**config.mk**
```make
export PLATFORM = sky130hd
export DESIGN_NAME = apb_column_tracker
export DESIGN_NICKNAME = d
export VERILOG_FILES = /design/src/rtl/tracker_pkg.sv /design/src/rtl/apb_read_master.sv /design/src/rtl/apb_column_tracker.sv
export SDC_FILE = /design/constraint.sdc
export NUM_CORES = 1
export LEC_CHECK = 0
export ABC_AREA = 1
export CAP_MARGIN = 40
export CORE_MARGIN = 1
export CORE_UTILIZATION = 34
export DETAILED_ROUTE_END_ITERATION = 6
export PLACE_DENSITY = 0.65
export SYNTH_ARGS = -nofsm -noshare
export SYNTH_HDL_FRONTEND = slang
export SYNTH_SLANG_ARGS = --single-unit
```
**constraint.sdc**
```tcl
create_clock -name PCLK -period 2.83 [get_ports PCLK]
set_input_delay 0.283 -clock PCLK [delete_from_list [all_inputs] [get_ports PCLK]]
set_output_delay 0.283 -clock PCLK [all_outputs]
set_load 0.01 [all_outputs]
```
**src/rtl/tracker_pkg.sv**
```systemverilog
// Shared definitions for the APB column tracker: FSM encoding, default
// board geometry and polling constants, and small arithmetic helpers.
package tracker_pkg;

    // State encodings shared by the tracker FSM
    localparam logic [1:0] ENC_IDLE   = 2'd0;
    localparam logic [1:0] ENC_WAIT   = 2'd1;
    localparam logic [1:0] ENC_SETUP  = 2'd2;
    localparam logic [1:0] ENC_ACCESS = 2'd3;

    typedef enum logic [1:0] {
        ST_IDLE   = ENC_IDLE,
        ST_WAIT   = ENC_WAIT,
        ST_SETUP  = ENC_SETUP,
        ST_ACCESS = ENC_ACCESS
    } state_e;

    // Full carriage travel in steps; the column pitch is derived from it
    localparam logic [31:0] MAX_TRAVEL_STEPS  = 32'd4900;
    localparam int unsigned DEF_NUM_COLS      = 7;
    localparam logic [31:0] DEF_COL_PITCH     = MAX_TRAVEL_STEPS / 32'(DEF_NUM_COLS);
    localparam logic [31:0] DEF_COL_OFFSET    = 32'd350;
    localparam logic [31:0] DEF_TOLERANCE     = 32'd10;
    localparam logic [31:0] DEF_POLL_INTERVAL = 32'd50000;
    localparam logic [31:0] DEF_POS_ADDR      = 32'h0000_0000;
    localparam logic [15:0] DEF_TIMEOUT       = 16'd255;

    // Step position of the centre of a given column
    function automatic logic [31:0] colTarget(input logic [2:0]  col,
                                              input logic [31:0] offset,
                                              input logic [31:0] pitch);
        return offset + ({29'd0, col} * pitch);
    endfunction

    // Unsigned distance, larger operand first so nothing wraps
    function automatic logic [31:0] absDiff(input logic [31:0] a,
                                            input logic [31:0] b);
        return (a >= b) ? (a - b) : (b - a);
    endfunction

endpackage

```
**src/rtl/apb_read_master.sv**
```systemverilog
// Single-read APB requester: runs one SETUP/ACCESS read per start pulse,
// aborts after TIMEOUT access cycles, and strobes ok/fail as it finishes.
module apb_read_master #(
    parameter logic [31:0] ADDR    = 32'h0000_0000,
    parameter logic [15:0] TIMEOUT = 16'd255
) (
    input  logic        i_clk,
    input  logic        i_rst_n,
    input  logic        i_start,
    input  logic        i_pready,
    input  logic        i_pslverr,
    input  logic [31:0] i_prdata,
    output logic        o_psel,
    output logic        o_penable,
    output logic [31:0] o_paddr,
    output logic        o_done,
    output logic        o_ok,
    output logic        o_fail,
    output logic [31:0] o_rdata
);

    logic        r_psel;
    logic        r_penable;
    logic [31:0] r_paddr;
    logic [15:0] r_waitCnt;

    logic w_setup;
    logic w_access;
    logic w_timeout;

    assign w_setup   = r_psel & ~r_penable;
    assign w_access  = r_psel &  r_penable;
    assign w_timeout = w_access & ~i_pready & (r_waitCnt >= TIMEOUT);

    assign o_ok    = w_access & i_pready & ~i_pslverr;
    assign o_fail  = w_access & ((i_pready & i_pslverr) | w_timeout);
    assign o_done  = o_ok | o_fail;
    assign o_rdata = i_prdata;

    assign o_psel    = r_psel;
    assign o_penable = r_penable;
    assign o_paddr   = r_paddr;

    // Bus phase sequencing and access-cycle counting (count is 1 in the first ACCESS cycle)
    always_ff @(posedge i_clk or negedge i_rst_n) begin
        if (!i_rst_n) begin
            r_psel    <= 1'b0;
            r_penable <= 1'b0;
            r_paddr   <= 32'd0;
            r_waitCnt <= 16'd0;
        end else if (i_start) begin
            r_psel    <= 1'b1;
            r_penable <= 1'b0;
            r_paddr   <= ADDR;
            r_waitCnt <= 16'd0;
        end else if (w_setup) begin
            r_penable <= 1'b1;
            r_waitCnt <= 16'd1;
        end else if (w_access) begin
            if (o_done) begin
                r_psel    <= 1'b0;
                r_penable <= 1'b0;
                r_waitCnt <= 16'd0;
            end else begin
                r_waitCnt <= r_waitCnt + 16'd1;
            end
        end
    end

endmodule

```
**src/rtl/apb_column_tracker.sv**
```systemverilog
// Polls the stepper carriage position over APB and reports whether the
// carriage is within tolerance of the most recently requested column.
module apb_column_tracker
    import tracker_pkg::*;
#(
    parameter logic [31:0] POLL_INTERVAL = DEF_POLL_INTERVAL,
    parameter logic [31:0] POS_ADDR      = DEF_POS_ADDR,
    parameter logic [31:0] COL_OFFSET    = DEF_COL_OFFSET,
    parameter logic [31:0] COL_PITCH     = DEF_COL_PITCH,
    parameter int unsigned NUM_COLS      = DEF_NUM_COLS,
    parameter logic [31:0] TOLERANCE     = DEF_TOLERANCE,
    parameter logic [15:0] TIMEOUT       = DEF_TIMEOUT
) (
    input  logic        PCLK,
    input  logic        PRESERN,
    input  logic        cmd_valid,
    input  logic [2:0]  cmd_col,
    output logic        cmd_ready,
    output logic        at_target,
    output logic [31:0] cur_pos,
    output logic        pos_valid,
    output logic        err,
    output logic        PSEL,
    output logic        PENABLE,
    output logic        PWRITE,
    output logic [31:0] PADDR,
    output logic [31:0] PWDATA,
    input  logic        PREADY,
    input  logic        PSLVERR,
    input  logic [31:0] PRDATA
);

    state_e      r_state;
    state_e      w_nextState;
    logic [31:0] r_intervalCnt;
    logic [31:0] r_target;
    logic [31:0] r_curPos;
    logic        r_atTarget;
    logic        r_posValid;
    logic        r_err;
    logic        r_cmdReady;

    logic        w_cmdFire;
    logic        w_colValid;
    logic        w_cmdLoad;
    logic        w_cmdBad;
    logic        w_start;
    logic        w_rdDone;
    logic        w_rdOk;
    logic        w_rdFail;
    logic [31:0] w_rdData;
    logic [31:0] w_newTarget;
    logic [31:0] w_dist;

    assign w_cmdFire   = cmd_valid & r_cmdReady;
    assign w_colValid  = ({29'd0, cmd_col} < NUM_COLS);
    assign w_cmdLoad   = w_cmdFire &  w_colValid;
    assign w_cmdBad    = w_cmdFire & ~w_colValid;
    assign w_newTarget = colTarget(cmd_col, COL_OFFSET, COL_PITCH);
    assign w_dist      = absDiff(w_rdData, r_target);
    assign w_start     = ((r_state == ST_IDLE) || (r_state == ST_WAIT)) &&
                         (w_nextState == ST_SETUP);

    apb_read_master #(
        .ADDR    (POS_ADDR),
        .TIMEOUT (TIMEOUT)
    ) u_reader (
        .i_clk     (PCLK),
        .i_rst_n   (PRESERN),
        .i_start   (w_start),
        .i_pready  (PREADY),
        .i_pslverr (PSLVERR),
        .i_prdata  (PRDATA),
        .o_psel    (PSEL),
        .o_penable (PENABLE),
        .o_paddr   (PADDR),
        .o_done    (w_rdDone),
        .o_ok      (w_rdOk),
        .o_fail    (w_rdFail),
        .o_rdata   (w_rdData)
    );

    // State register
    always_ff @(posedge PCLK or negedge PRESERN) begin
        if (!PRESERN) begin
            r_state <= ST_IDLE;
        end else begin
            r_state <= w_nextState;
        end
    end

    // Next state: a new valid target always restarts polling right away
    always_comb begin
        w_nextState = r_state;
        case (r_state)
            ST_IDLE: begin
                if (w_cmdLoad) begin
                    w_nextState = ST_SETUP;
                end
            end
            ST_WAIT: begin
                if (w_cmdLoad || (r_intervalCnt == POLL_INTERVAL)) begin
                    w_nextState = ST_SETUP;
                end
            end
            ST_SETUP: begin
                w_nextState = ST_ACCESS;
            end
            ST_ACCESS: begin
                if (w_rdDone) begin
                    w_nextState = ST_WAIT;
                end
            end
            default: begin
                w_nextState = ST_IDLE;
            end
        endcase
    end

    // Interval counter runs 1..POLL_INTERVAL while waiting between reads
    always_ff @(posedge PCLK or negedge PRESERN) begin
        if (!PRESERN) begin
            r_intervalCnt <= 32'd0;
        end else if (w_nextState == ST_WAIT) begin
            r_intervalCnt <= (r_state == ST_WAIT) ? (r_intervalCnt + 32'd1) : 32'd1;
        end else begin
            r_intervalCnt <= 32'd0;
        end
    end

    // Target column position, only changed by an accepted valid command
    always_ff @(posedge PCLK or negedge PRESERN) begin
        if (!PRESERN) begin
            r_target <= 32'd0;
        end else if (w_cmdLoad) begin
            r_target <= w_newTarget;
        end
    end

    // Read results, error pulses and on-target flag; a new target wins over a finishing read
    always_ff @(posedge PCLK or negedge PRESERN) begin
        if (!PRESERN) begin
            r_curPos   <= 32'd0;
            r_posValid <= 1'b0;
            r_err      <= 1'b0;
            r_atTarget <= 1'b0;
        end else begin
            r_posValid <= w_rdOk;
            r_err      <= w_rdFail | w_cmdBad;
            if (w_rdOk) begin
                r_curPos <= w_rdData;
            end
            if (w_cmdLoad) begin
                r_atTarget <= 1'b0;
            end else if (w_rdOk) begin
                r_atTarget <= (w_dist <= TOLERANCE);
            end
        end
    end

    // Commands are refused only while a read is in its ACCESS phase
    always_ff @(posedge PCLK or negedge PRESERN) begin
        if (!PRESERN) begin
            r_cmdReady <= 1'b1;
        end else begin
            r_cmdReady <= (w_nextState != ST_ACCESS);
        end
    end

    assign cmd_ready = r_cmdReady;
    assign at_target = r_atTarget;
    assign cur_pos   = r_curPos;
    assign pos_valid = r_posValid;
    assign err       = r_err;
    assign PWRITE    = 1'b0;
    assign PWDATA    = 32'd0;

endmodule

```
======== After elaboration in Yosys (flattened, before gate mapping) ========
Cells that the tools add are included.
word-level totals
  flip-flop bits (word level) ............. 120
  output and inout port bits .............. 103
operators by class
  add/sub/neg operators ................... 5
  multiply operators ...................... 1
  $lt $le $gt $ge ......................... 4
  equal/unequal tests ..................... 8
  mux-type cells .......................... 19
  bitwise gates (word level) .............. 18
  reductions and logical operators ........ 11
operator list
  cell                                                                                   count
  32-bit 2-to-1 mux                                                                      3
  16-bit 2-to-1 mux                                                                      4
  32-bit subtractor                                                                      2
  32-bit by 1-bit adder with 32-bit output (second input constant)                       1
  32-bit by 16-bit equality test with 1-bit output (second input constant)               1
  32-bit greater-or-equal comparator                                                     1
  32-bit by 4-bit <= comparator with 1-bit output (second input constant)                1
  16-bit by 1-bit adder with 16-bit output (second input constant)                       1
  16-bit by 8-bit greater-or-equal comparator with 1-bit output (second input constant)  1
  9-bit by 13-bit adder with 14-bit output (first input constant)                        1
  1-bit AND                                                                              11
  3-bit by 8-bit multiplier with 11-bit output (second input constant)                   1
  1-bit 2-to-1 mux                                                                       8
  2-bit one-hot mux with 4 select lines                                                  1
  2-bit equality test (second input constant)                                            3
  2-bit 2-to-1 mux                                                                       3
  2-bit nonzero test                                                                     3
  3-bit nonzero test                                                                     2
  2-bit by 1-bit equality test with 1-bit output (second input constant)                 2
  1-bit NOT                                                                              4
  3-bit < comparator (second input constant)                                             1
  1-bit bitwise OR                                                                       3
  3-bit AND reduction                                                                    1
  2-bit logical NOT                                                                      1
  other kinds (5)                                                                        6

======== Logic depth before layout (Yosys ltp) ========
  depth after elaboration ................. 12
  gate-level depth with buffers ........... 22

======== Cells and area by module ========
Synthesis repeated with hierarchy kept, for this count alone.
second synthesis, totals
  cell total of the unflattened synthesis .. 1231
  area total of the unflattened synthesis .. 8528.2 µm²
by module, submodules not included
  module              instances  cells an instance  area each (µm²)  seq. area each (µm²)
  apb_column_tracker  1          1064               7154.4           2078.2
  apb_read_master     1          167                1373.8           450.4

======== Worst setup path after synthesis ========
No wires, ideal clock.
  path kind ............................... input to register
  start point ............................. input port cmd_col[0]
  end point ............................... register r_target[11]
  library setup time ...................... 0.083 ns
  arrival time ............................ 2.430 ns
  required time ........................... 2.747 ns
  path slack .............................. 0.317 ns
  stages .................................. 13
  buffers on the path ..................... 0
  path through ............................ fa_1 > ha_1 > fa_1 > nand3_1 > and2_1 > inv_1 > nor2_1 > o21a_1 > inv_1 > nor2_1 > nand2_1 > xor2_1 > o21ai_0
on the way
  word-level cells in the longest chain between the ends .. 2
  elaborated cells between the ends (all ways) .. 4
ends and longest elaborated chain
  item                                                                                       RTL line                                     RTL
  start, declared                                                                            apb_column_tracker.sv:17                     input logic [2:0] cmd_col,
  3-bit by 8-bit multiplier with 11-bit output / 3-bit < comparator (equally long branches)  tracker_pkg.sv:32, apb_column_tracker.sv:56
  9-bit by 13-bit adder with 14-bit output / 1-bit AND (equally long branches)               tracker_pkg.sv:32, apb_column_tracker.sv:57
  end signal, assigned                                                                       apb_column_tracker.sv:136                    r_target <= w_newTarget;
  end, declared                                                                              apb_column_tracker.sv:36                     logic [31:0] r_target;
Parallel ways exist; a longest one is shown, timed or not.
A chain may end at the register's enable or synchronous reset.

======== Final worst setup path ========
  start point ............................. input port PRDATA[11]
  end point ............................... register r_atTarget, in the netlist at_target
on the way
  word-level cells in the longest chain between the ends .. 5
  elaborated cells between the ends (all ways) .. 7
ends and longest elaborated chain
  item                                                                            RTL line                   RTL
  start, declared                                                                 apb_column_tracker.sv:30   input logic [31:0] PRDATA
  32-bit subtractor / 32-bit greater-or-equal comparator (equally long branches)  tracker_pkg.sv:38          return (a >= b) ? (a - b) : (b - a);
  32-bit 2-to-1 mux *                                                             tracker_pkg.sv:38
  32-bit by 4-bit <= comparator with 1-bit output *                               apb_column_tracker.sv:156  r_atTarget <= (w_dist <= TOLERANCE);
  1-bit 2-to-1 mux *                                                              apb_column_tracker.sv:155  end else if (w_rdOk) begin
  1-bit 2-to-1 mux *                                                              apb_column_tracker.sv:153  if (w_cmdLoad) begin
  end signal, assigned                                                            apb_column_tracker.sv:156
  end, declared                                                                   apb_column_tracker.sv:38   logic r_atTarget;
Mark *: on every way between the ends. The rest lies on a longest branch, timed or not. The select of a mux whose other input is x is not followed.

==> key figures <==
STA
  – Slew margin rel.: 0.6159
  – Slew Limit Fails: 0
  – Setup TNS: 0 ns
  – Final hold slack: 0.4492 ns
  – Final worst path period need: 2.665 ns
  – Worst Tran Pin Value: 0.5761 ns
  – Fmax: between 300 and 400 MHz
  – Final hold violation count: 0
  – RSZ-0062 raised after global routing: false
  – # setup viols final: 0
  – Final WS setup: roughly 0.16 ns
  – Setup Skew: 0.007665 ns
  – Final period utilization: 0.9418

Critical path
  – R2r setup slk: 0.26 ns
  – Critical Path Source Type: input port
  – RR Startpoint: r_target[11]
  – Req. time, crit path: 3.12 ns
  – CP most frequent cell: nor2_1
  – Critical path class: input port to flop
  – Reg2reg end: at_target
  – WP data arrival: 2.96 ns
  – Slowest cell delay on critical path: 0.49 ns
  – Ordered list of cells on the worst path: clkdlybuf4s50_1 > inv_1 > ha_1 > a21oi_1 > nand2_2 > a21oi_4 > nand2_4 > nor2_8 > buf_4 > nand2_1 > nand2_1 > o21ai_1 > nor2_1 > nand3_1 > nor2_1 > nor2_1 > nor2_1
  – Cell family with most CP delay: simple AND/OR/NAND/NOR gates
  – Crit end category: flop
  – Slowest-stage cell, CP: clkdlybuf4s50_1
  – WP buf/inv: 3
  – CP Depth: 17
  – Maximum fanout along the worst path: 8
  – FF-to-FF path depth: 15

Status
  – Run status: finished with violations
  – Failing checks: DRC

Detailed routing
  – DRT iter0 DRCs: 395
  – Drt pass-1 iters: 7
  – Post-route ant nets: 0
  – Total vias in the final route: 7981
  – Drc violations: 2
  – Routed vias/inst: 4.517
  – Routed len/inst: around 13 um
  – Drt total wl: 22620 um

Layout
  – Layout Nets: around 1500
  – Inserted Diodes: 0
  – Multi-input logic area: 4741 sq um
  – Syn-to-layout area delta: 29.46%
  – Commonest non-fill, non-tap cell in the layout: nand2_1
  – Most frequent cells in the layout: 334 x nand2_1, 172 x inv_1, 159 x buf_4
  – Layout cells sized above 1: 0.1747
  – Fin area: 10670 sq um
  – Filler cells: around 2400
  – Reg area: 2529 sq um

Job
  – Max-cap viol count: 0

Place
  – DPL Wire Length: roughly 18000 um
  – IO Port Bufs: 77
  – Instance area at placement: roughly 10000 sq um
  – Post-place setup slack: -0.3706 ns
  – GPL Wtd Cong: 0.9588

Die
  – Initial Util: 0.3489
  – Die width: ~160 um
  – Die Y: 157.7 um
  – FP Rows: 56
  – # IOs: about 140
  – Area of the die: 24860 sq um
  – Placeable Area: roughly 24000 sq um

Yosys
  – Post-synth ARST share: 1.000
  – Distinct cell type count after synthesis: 52
  – Syn avg cell area: 6.787 sq um
  – Number of synthesized flops with an enable pin: 0
  – YS warnings: 0
  – FF+latch count, synth: just over 100
  – Sequential fraction of the synthesis area: 0.3069
  – Most used DFF post-synth: dfrtp_1
  – Synth Cell Area: 8239 sq um
  – Mapped Cells: 1214

Clock network
  – CTS root buf: clkbuf_16
  – CTS Buf Count: 9
  – Sink Count: 101
  – Max Root-Sink Buffers: 2
  – Clock transition at path regs: 0.08 ns
  – H-tree levels: 3
  – Skew-Pair Late Insertion Delay: 0.36 ns
  – CTS tree: done

Global routing
  – Vias in the first global route: 7646
  – Largest net degree at the start of global routing: 64
  – Grt ovf: 0
  – Global-route wire length before repair: 36290 um
  – Initial antenna violation count: 0
  – Total track usage: 0.1863

Power and ir drop
  – Power density over the cells: 717.8 nW/um^2
  – Total Power: 7657 uW
  – LEAKAGE: between 0.005 and 0.006 uW
  – Worst-case vdd ir drop: 0.3083 mV

Min path
  – Worst hold path type: input port to async pin
[power by group]
group | internal, uW | switching [uW] | leakage (uW)
Sequential | 1810 | 267 | 0.00132
Combinational | 1980 | 2360 | 0.00405
Clock | 616 | 627 | 0.000141
Total | 4410 | 3250 | 0.00551
[layout make-up]
cell class                      instances  area share
Clock buffer                           10     0.02147
Clock inverter                          6    0.005044
Inverter                              186     0.06569
Multi-Input combinational cell        907      0.4445
Sequential cell                       101      0.2371
Tap cell                              319     0.03742
Timing Repair Buffer                  238      0.1889
[Yosys cell counts, types with 2 or more instances]
master / n / area, sq um
and2_1: 2 / 12.51
a21oi_1: 39 / 195.2
nor2_2: 10 / 62.56
o21a_1: 3 / 22.52
nand2_1: 337 / 1265
nor3_1: 27 / 135.1
a211oi_1: 2 / 15.01
ha_1: 39 / 488.0
o21bai_1: 3 / 22.52
buf_4: 65 / 488.0
nand2_2: 13 / 81.33
xor2_1: 30 / 262.8
nand2_4: 3 / 33.78
dfrtp_1: 100 / 2502
or2_2: 3 / 18.77
fa_1: 5 / 100.1
clkbuf_1: 10 / 37.54
nand3_1: 71 / 355.3
inv_2: 10 / 37.54
inv_1: 172 / 645.6
nor2_8: 2 / 40.04
o211ai_1: 3 / 22.52
buf_6: 5 / 56.30
o22ai_1: 4 / 25.02
nor2_4: 6 / 67.56
clkinv_1: 3 / 11.26
buf_2: 3 / 15.01
xnor2_1: 9 / 78.83
a31oi_1: 3 / 18.77
nand4_1: 24 / 150.1
nor4_1: 7 / 43.79
o21ai_1: 4 / 20.02
nor2_1: 126 / 473.0
o21ai_0: 53 / 265.3
[registers in the layout, summed over array words and instances (netlist names)]
signal and cells:
u_reader.o_penable 1, r_state 2, at_target 1, r_target 13
u_reader.r_waitCnt 16, err 1, cmd_ready 1, pos_valid 1
cur_pos 32, u_reader.o_psel 1, r_intervalCnt 32
[routing by layer]
layer | global-route usage | up-vias | share of wire
met5 | 0 | - | 0
met4 | 0.05270 | 0 | 0.018
met3 | 0.02984 | 26 | 0.039
met2 | 0.3434 | 153 | 0.51
met1 | 0.2206 | 3679 | 0.43
li1 | - | 4123 | -
[worst max-delay path by stage]
stage | endpoint | start
finish | at_target | PRDATA[11]
global route | at_target | PRDATA[7]
CTS | r_target[11] | cmd_col[0]
detailed placement | r_target[11] | cmd_col[0]
global placement | at_target | PRDATA[9]
floorplan | r_target[11] | cmd_col[0]
[through the flow]
stage	instances	util
final	1767	0.4517
after CTS	1765	0.4467
after global placement	1748	0.4343
after global routing	1767	0.4517
after floorplan	1278	-
after detailed placement	1748	0.4343
[worst register-to-register path: stages, from the launching register on]
cell and delay [ns]:
dfrtp_1 0.41, ha_1 0.35, a21oi_1 0.22, nand2_2 0.11
a21oi_4 0.28, nand2_4 0.11, nor2_8 0.18, buf_4 0.17
nand2_1 0.07, nand2_1 0.11, o21ai_1 0.06, nor2_1 0.11
nand3_1 0.08, nor2_1 0.10, nor2_1 0.04, nor2_1 0.10
[logic make-up (layout without fill, tap and decap cells)]
logic type               Yosys count  in the layout  share of synthesized area
buffers and inverters            270            440                     0.1581
other                              1             65                  0.0004551
XOR/XNOR                          39             39                    0.04146
adder cells (fa/ha/maj)           44             44                    0.07138
AO/OA/AOI/OAI                    118            118                    0.07897
flip-flops                       101            101                     0.3069
AND/OR/NAND/NOR                  641            641                     0.3428
[what timing repair did]
| action | 4_1_cts | 5_1_grt |
|---|---|---|
| gates resized for setup | 0 | 30 |
| setup buffers | 0 | 2 |
| hold buffers | 1 | 0 |
| endpoints found under the hold margin | 38 | 0 |
| setup endpoints to repair | 0 | 4 |
Power figures use the tool's default switching activity.
